## src/rtl/moesi_snoop_responder.sv

```systemverilog
// MOESI snoop responder: direct-mapped line-state array that answers bus
// snoops (BusRd/BusRdX/BusUpgr) and accepts local fill/update writes.
module moesi_snoop_responder #(
  parameter int unsigned NUM_LINES = 16,
  parameter int unsigned ADDR_W    = 32,
  parameter int unsigned DATA_W    = 32
) (
  input  logic              clk,
  input  logic              rst_n,
  input  logic              snp_valid,
  output logic              snp_ready,
  input  logic [1:0]        snp_cmd,
  input  logic [ADDR_W-1:0] snp_addr,
  output logic              rsp_valid,
  input  logic              rsp_ready,
  output logic              rsp_hit,
  output logic              rsp_shared,
  output logic              rsp_supply,
  output logic              rsp_err,
  output logic [DATA_W-1:0] rsp_data,
  input  logic              lcl_wr_en,
  input  logic [ADDR_W-1:0] lcl_wr_addr,
  input  logic [2:0]        lcl_wr_state,
  input  logic [DATA_W-1:0] lcl_wr_data,
  input  logic [ADDR_W-1:0] lcl_rd_addr,
  output logic [2:0]        lcl_rd_state,
  output logic [DATA_W-1:0] lcl_rd_data,
  output logic              lcl_rd_hit,
  output logic              lcl_conflict
);

  localparam int unsigned IDX_W = $clog2(NUM_LINES);
  localparam int unsigned TAG_W = ADDR_W - 2 - IDX_W;

  localparam logic [2:0] ST_I = 3'd0;
  localparam logic [2:0] ST_S = 3'd1;
  localparam logic [2:0] ST_E = 3'd2;
  localparam logic [2:0] ST_O = 3'd3;
  localparam logic [2:0] ST_M = 3'd4;

  localparam logic [1:0] CMD_RD   = 2'b00;
  localparam logic [1:0] CMD_RDX  = 2'b01;
  localparam logic [1:0] CMD_UPGR = 2'b10;
  localparam logic [1:0] CMD_RSVD = 2'b11;

  typedef enum logic [1:0] {IDLE, LOOKUP, RESP} fsm_t;

  fsm_t              fsm;
  logic [2:0]        line_state [NUM_LINES];
  logic [TAG_W-1:0]  line_tag   [NUM_LINES];
  logic [DATA_W-1:0] line_data  [NUM_LINES];

  logic [1:0]        req_cmd;
  logic [ADDR_W-3:0] req_addr;
  logic              cmt_en;
  logic [2:0]        cmt_state;

  logic [IDX_W-1:0]  req_idx;
  logic [TAG_W-1:0]  req_tag;
  logic [2:0]        cur_state;
  logic              cur_hit;
  logic              lu_hit, lu_shared, lu_supply, lu_err, lu_commit;
  logic [2:0]        lu_next;

  logic [IDX_W-1:0]  wr_idx;
  logic [TAG_W-1:0]  wr_tag;
  logic [2:0]        wr_state;
  logic              commit_now;
  logic              conflict;

  logic [IDX_W-1:0]  rd_idx;
  logic [TAG_W-1:0]  rd_tag;

  logic              unused_addr_bits;
  assign unused_addr_bits = ^{snp_addr[1:0], lcl_wr_addr[1:0], lcl_rd_addr[1:0]};

  assign req_idx = req_addr[IDX_W-1:0];
  assign req_tag = req_addr[ADDR_W-3 -: TAG_W];

  assign wr_idx   = lcl_wr_addr[2 +: IDX_W];
  assign wr_tag   = lcl_wr_addr[ADDR_W-1 -: TAG_W];
  assign wr_state = (lcl_wr_state > ST_M) ? ST_I : lcl_wr_state;

  // Snoop state change lands only on the response handshake edge; it beats a same-index local write
  assign commit_now = (fsm == RESP) && rsp_ready && cmt_en;
  assign conflict   = commit_now && lcl_wr_en && (wr_idx == req_idx);

  // Protocol decision for the captured snoop against the current line
  always_comb begin
    cur_state = line_state[req_idx];
    cur_hit   = (cur_state != ST_I) && (line_tag[req_idx] == req_tag);
    lu_hit    = 1'b0;
    lu_shared = 1'b0;
    lu_supply = 1'b0;
    lu_err    = 1'b0;
    lu_commit = 1'b0;
    lu_next   = cur_state;
    if (req_cmd == CMD_RSVD) begin
      lu_err = 1'b1;
    end else if (cur_hit) begin
      lu_hit = 1'b1;
      case (req_cmd)
        CMD_RD: begin
          lu_shared = 1'b1;
          lu_commit = 1'b1;
          lu_supply = (cur_state == ST_M) || (cur_state == ST_O);
          lu_next   = lu_supply ? ST_O : ST_S;
        end
        CMD_RDX: begin
          lu_commit = 1'b1;
          lu_supply = (cur_state == ST_M) || (cur_state == ST_O);
          lu_next   = ST_I;
        end
        CMD_UPGR: begin
          if ((cur_state == ST_M) || (cur_state == ST_E)) begin
            lu_err = 1'b1;
          end else begin
            lu_commit = 1'b1;
            lu_next   = ST_I;
          end
        end
        default: lu_err = 1'b1;
      endcase
    end
  end

  // Snoop handshake FSM with registered request capture and response
  always_ff @(posedge clk or negedge rst_n) begin
    if (!rst_n) begin
      fsm        <= IDLE;
      snp_ready  <= 1'b1;
      rsp_valid  <= 1'b0;
      rsp_hit    <= 1'b0;
      rsp_shared <= 1'b0;
      rsp_supply <= 1'b0;
      rsp_err    <= 1'b0;
      rsp_data   <= '0;
      req_cmd    <= 2'b00;
      req_addr   <= '0;
      cmt_en     <= 1'b0;
      cmt_state  <= ST_I;
    end else begin
      case (fsm)
        IDLE: begin
          if (snp_valid && snp_ready) begin
            req_cmd   <= snp_cmd;
            req_addr  <= snp_addr[ADDR_W-1:2];
            snp_ready <= 1'b0;
            fsm       <= LOOKUP;
          end
        end
        LOOKUP: begin
          rsp_hit    <= lu_hit;
          rsp_shared <= lu_shared;
          rsp_supply <= lu_supply;
          rsp_err    <= lu_err;
          rsp_data   <= lu_supply ? line_data[req_idx] : '0;
          cmt_en     <= lu_commit;
          cmt_state  <= lu_next;
          rsp_valid  <= 1'b1;
          fsm        <= RESP;
        end
        RESP: begin
          if (rsp_ready) begin
            rsp_valid  <= 1'b0;
            rsp_hit    <= 1'b0;
            rsp_shared <= 1'b0;
            rsp_supply <= 1'b0;
            rsp_err    <= 1'b0;
            rsp_data   <= '0;
            cmt_en     <= 1'b0;
            snp_ready  <= 1'b1;
            fsm        <= IDLE;
          end
        end
        default: begin
          rsp_valid <= 1'b0;
          snp_ready <= 1'b1;
          fsm       <= IDLE;
        end
      endcase
    end
  end

  // Line array: snoop commit plus local fill/update
  always_ff @(posedge clk or negedge rst_n) begin
    if (!rst_n) begin
      for (int unsigned i = 0; i < NUM_LINES; i++) begin
        line_state[IDX_W'(i)] <= ST_I;
        line_tag[IDX_W'(i)]   <= '0;
        line_data[IDX_W'(i)]  <= '0;
      end
    end else begin
      if (commit_now) begin
        line_state[req_idx] <= cmt_state;
      end
      if (lcl_wr_en && !conflict) begin
        line_state[wr_idx] <= wr_state;
        line_tag[wr_idx]   <= wr_tag;
        line_data[wr_idx]  <= lcl_wr_data;
      end
    end
  end

  // One-cycle flag for a dropped local write
  always_ff @(posedge clk or negedge rst_n) begin
    if (!rst_n) begin
      lcl_conflict <= 1'b0;
    end else begin
      lcl_conflict <= conflict;
    end
  end

  assign rd_idx = lcl_rd_addr[2 +: IDX_W];
  assign rd_tag = lcl_rd_addr[ADDR_W-1 -: TAG_W];

  // Combinational local lookup
  always_comb begin
    lcl_rd_hit   = (line_state[rd_idx] != ST_I) && (line_tag[rd_idx] == rd_tag);
    lcl_rd_state = lcl_rd_hit ? line_state[rd_idx] : ST_I;
    lcl_rd_data  = lcl_rd_hit ? line_data[rd_idx] : '0;
  end

endmodule

```

## config.mk

```make
export PLATFORM = sky130hd
export DESIGN_NAME = moesi_snoop_responder
export DESIGN_NICKNAME = d
export VERILOG_FILES = /design/src/rtl/moesi_snoop_responder.sv
export SDC_FILE = /design/constraint.sdc
export NUM_CORES = 2
export LEC_CHECK = 0
export BUFFER_PORTS_ARGS = -buffer_cell sky130_fd_sc_hd__buf_2
export CAP_MARGIN = 40
export CORE_ASPECT_RATIO = 0.7
export CORE_MARGIN = 4
export CORE_UTILIZATION = 50
export CTS_BUF_LIST = sky130_fd_sc_hd__clkbuf_2 sky130_fd_sc_hd__clkbuf_4 sky130_fd_sc_hd__clkbuf_8
export DETAILED_ROUTE_END_ITERATION = 7
export PLACE_DENSITY = 0.67
export SLEW_MARGIN = 20
export SYNTH_ARGS = -nofsm -noshare
export SYNTH_HDL_FRONTEND = slang
export SYNTH_SLANG_ARGS = --single-unit
```

## constraint.sdc

```tcl
create_clock -name clk -period 9.89 [get_ports clk]
set_input_delay 1.4835 -clock clk [delete_from_list [all_inputs] [get_ports clk]]
set_output_delay 1.4835 -clock clk [all_outputs]
set_load 0.1 [all_outputs]
```

==> flow_metrics.py <==
metrics = {
    "outcome": {
        "status": "complete, no violations",
    },
    "power_and_ir_drop": {
        "switchingPower_w": 0.00455,
        "irDropWorstVdd_mv": 0.150,
        "p_seq_frac": 0.421,
        "p_clk_frac": 0.278,
        "power_frac_comb": 0.300,
        "power_density_mw_per_mm2": 236,
        "p_int_w": 0.0101,
        "p_leak_nw": 25.7,
        "swShare": 0.312,
    },
    "timing": {
        "fin_crit_sh": 0.741,
        "setup_viol": 0,
        "rsz0062_at_grt": "no",
        "slew_viol_final": 0,
        "min_period_ns": 7.32,
        "relSlewSlack": 0.328,
        "fmax_mhz": 137,
        "hold_viol": 0,
        "setup_tns_ns": 0,
        "worst_slew_pin_slew_ns": 1.01,
        "fin_skew_ns": 0.0483,
        "hold_ws_ns": 0.473,
    },
    "route": {
        "vias": 34000,
        "drc": 0,
        "wl_per_cell_um": 29.9,
        "routed_wl_um": 157000,
        "dr.pass1.iters": 6,
        "detail-route-antenna-nets": 0,
        "vias_per_cell": 6.47,
        "drtIter0Drc": 2997,
    },
    "cts": {
        "numCtsBuffers": 167,
        "post-cts-setup-buffers": 0,
        "clk_path_buf_depth": 3,
        "htreeDepth": 4,
        "clock_latency_ns": 0.89,
        "clock_sinks": 1053,
        "cts_resized": 0,
        "holdBufCountCts": 0,
        "cts_tree": "built",
        "clk_pin_slew_ns": 0.07,
        "root_buffer": "clkbuf_8",
    },
    "layout": {
        "area_delta_synth_final_pct": 11.3,
        "drive_above_1_share": 0.561,
        "layout_common_cells": "1,048 x dfrtp_1, 959 x mux2_2, 535 x mux4_2",
        "fin_nets": 3795,
        "final_common_cell": "dfrtp_1",
    },
    "grt": {
        "antenna_found_initial": 22,
        "grt-ovfl-total": 0,
        "grt_first_pass_wirelength_um": 238000,
        "grt.total_usage": 0.275,
        "grt_pass1_vias": 34700,
        "grt_max_degree": 161,
    },
    "synthesis": {
        "ys.flop_type": "dfrtp_1",
        "synth_edf_count": 0,
        "synth_seq_cells": 1053,
        "syn_inst": 3522,
        "synthArstFlopShare": 1.00,
        "post_synth.cell_area_avg_um2": 15.8,
        "yosysWarnings": 0,
        "ys_types": 61,
        "syn-num-nets": 3660,
        "ys_seq_area_frac": 0.474,
        "syn_area_mm2": 0.0555,
    },
    "floorplan": {
        "fp.dieW_um": 406,
        "coreArea_mm2": 0.109,
        "die_y_um": 287,
        "die_area_mm2": 0.117,
        "ios": 213,
        "initial_utilization": 0.508,
        "num_rows": 101,
    },
    "worst_setup_path": {
        "end_kind": "output pin",
        "required_ns": 8.41,
        "cp-start-kind": "primary input",
        "crit_fanout": 90,
        "arrival_ns": 5.84,
        "crit_type": "in2out",
        "r2r_setup_slack_ns": 4.57,
    },
    "job": {
        "cap_violations": 0,
    },
    "placed_design": {
        "place_hpwl_um": 94900,
        "place.gp.congestion": 0.807,
        "port-buffer-count": 206,
    },
    "hold_path": {
        "hp-class": "reg2reg",
    },
}
## registers in the layout (all words and copies together) (netlist names), 2 cells and up
name	flops
rsp_data	32
line_data	512
req_cmd	2
line_state	48
line_tag	416
fsm	2
cmt_state	3
req_addr	30
## path summary, 6_finish.rpt
kind,from,endpoint,cells past startpoint
max,lcl_rd_addr[2],lcl_rd_data[26],10
min,cmt_en,cmt_en,2
max reg2reg,req_addr[3],rsp_data[26],11
min reg2reg,cmt_en,cmt_en,2
max in group asynchronous,rst_n,line_tag[349],4
min in group asynchronous,rst_n,line_tag[331],1
## stage by stage
step           power [W]  utilization  area, um2  std cells  setup WS (ns)
6_report          0.0146        0.566      61800       5246           2.57
2_1_floorplan    0.00928            -      55500       3522           3.09
3_5_place_dp      0.0106        0.531      58100       4928           2.54
4_1_cts           0.0147        0.565      61800       5227           2.53
5_1_grt           0.0153        0.566      61800       5235           2.34
3_3_place_gp      0.0104        0.527      57600       4906           2.63
## power groups by stage
| stage | sequential [W] | combinational [W] | clock, W |
|---|---|---|---|
| after global routing | 0.00628 | 0.00468 | 0.00434 |
| after CTS | 0.00613 | 0.00437 | 0.00415 |
| after floorplan | 0.00584 | 0.00344 | 0 |
| after detailed placement | 0.00620 | 0.00436 | 0 |
| final | 0.00615 | 0.00439 | 0.00406 |
| after global placement | 0.00619 | 0.00423 | 0 |
## area by class of cell
type | instances | area, um2
Antenna cell | 17 | 42.5
Clock buffer | 263 | 3330
Clock inverter | 36 | 322
Fill cell | 8713 | 47500
Inverter | 9 | 33.8
Multi-Input combinational cell | 2125 | 27700
Sequential cell | 1053 | 26400
Tap cell | 1442 | 1800
Timing Repair Buffer | 301 | 2260
## routing by layer
layer | up-vias | global-route usage | share of wire
met5 | - | 0 | 0.00039
li1 | 14000 | - | -
met2 | 1275 | 0.408 | 0.46
met1 | 18400 | 0.416 | 0.45
met4 | 10 | 0.0679 | 0.019
met3 | 267 | 0.0605 | 0.076
## cells in the mapped netlist, drive strengths merged, types with 2 or more instances
library cell / n / area (um2)
a2111oi: 2 / 36.3
a211o: 2 / 17.5
a21o: 3 / 22.5
a21oi: 21 / 105
a221oi: 10 / 100
a22o: 42 / 368
a22oi: 36 / 270
and2: 7 / 43.8
and3: 2 / 12.5
buf: 196 / 1090
clkbuf: 139 / 522
dfrtp: 1052 / 26300
inv: 8 / 30.0
mux2: 959 / 10800
mux2i: 149 / 1490
mux4: 541 / 12200
nand2: 73 / 274
nand2b: 4 / 25.0
nand3: 13 / 65.1
nand3b: 3 / 22.5
nand4: 9 / 71.3
nor2: 46 / 173
nor2b: 52 / 325
nor3: 11 / 76.3
nor3b: 4 / 30.0
nor4: 6 / 52.6
o21a: 2 / 15.0
o21ai: 45 / 225
or4: 2 / 15.0
xnor2: 34 / 298
xor2: 30 / 263
## kinds of logic after synthesis
logic type      share of synthesized area
compound gates                     0.0228
xor+xnor                           0.0101
buf+inv                            0.0296
flops                               0.474
mux                                 0.441
simple gates                       0.0221
## worst max-delay path, cell delays in order
cell,delay [ns]
buf_8,0.52
buf_12,0.59
mux4_2,0.63
mux4_2,0.48
nor3_1,0.53
nor4_1,0.15
nand4_1,0.11
buf_4,0.51
nor2b_1,0.13
buf_2,0.33
No activity file was read; power rests on OpenSTA's default activity.
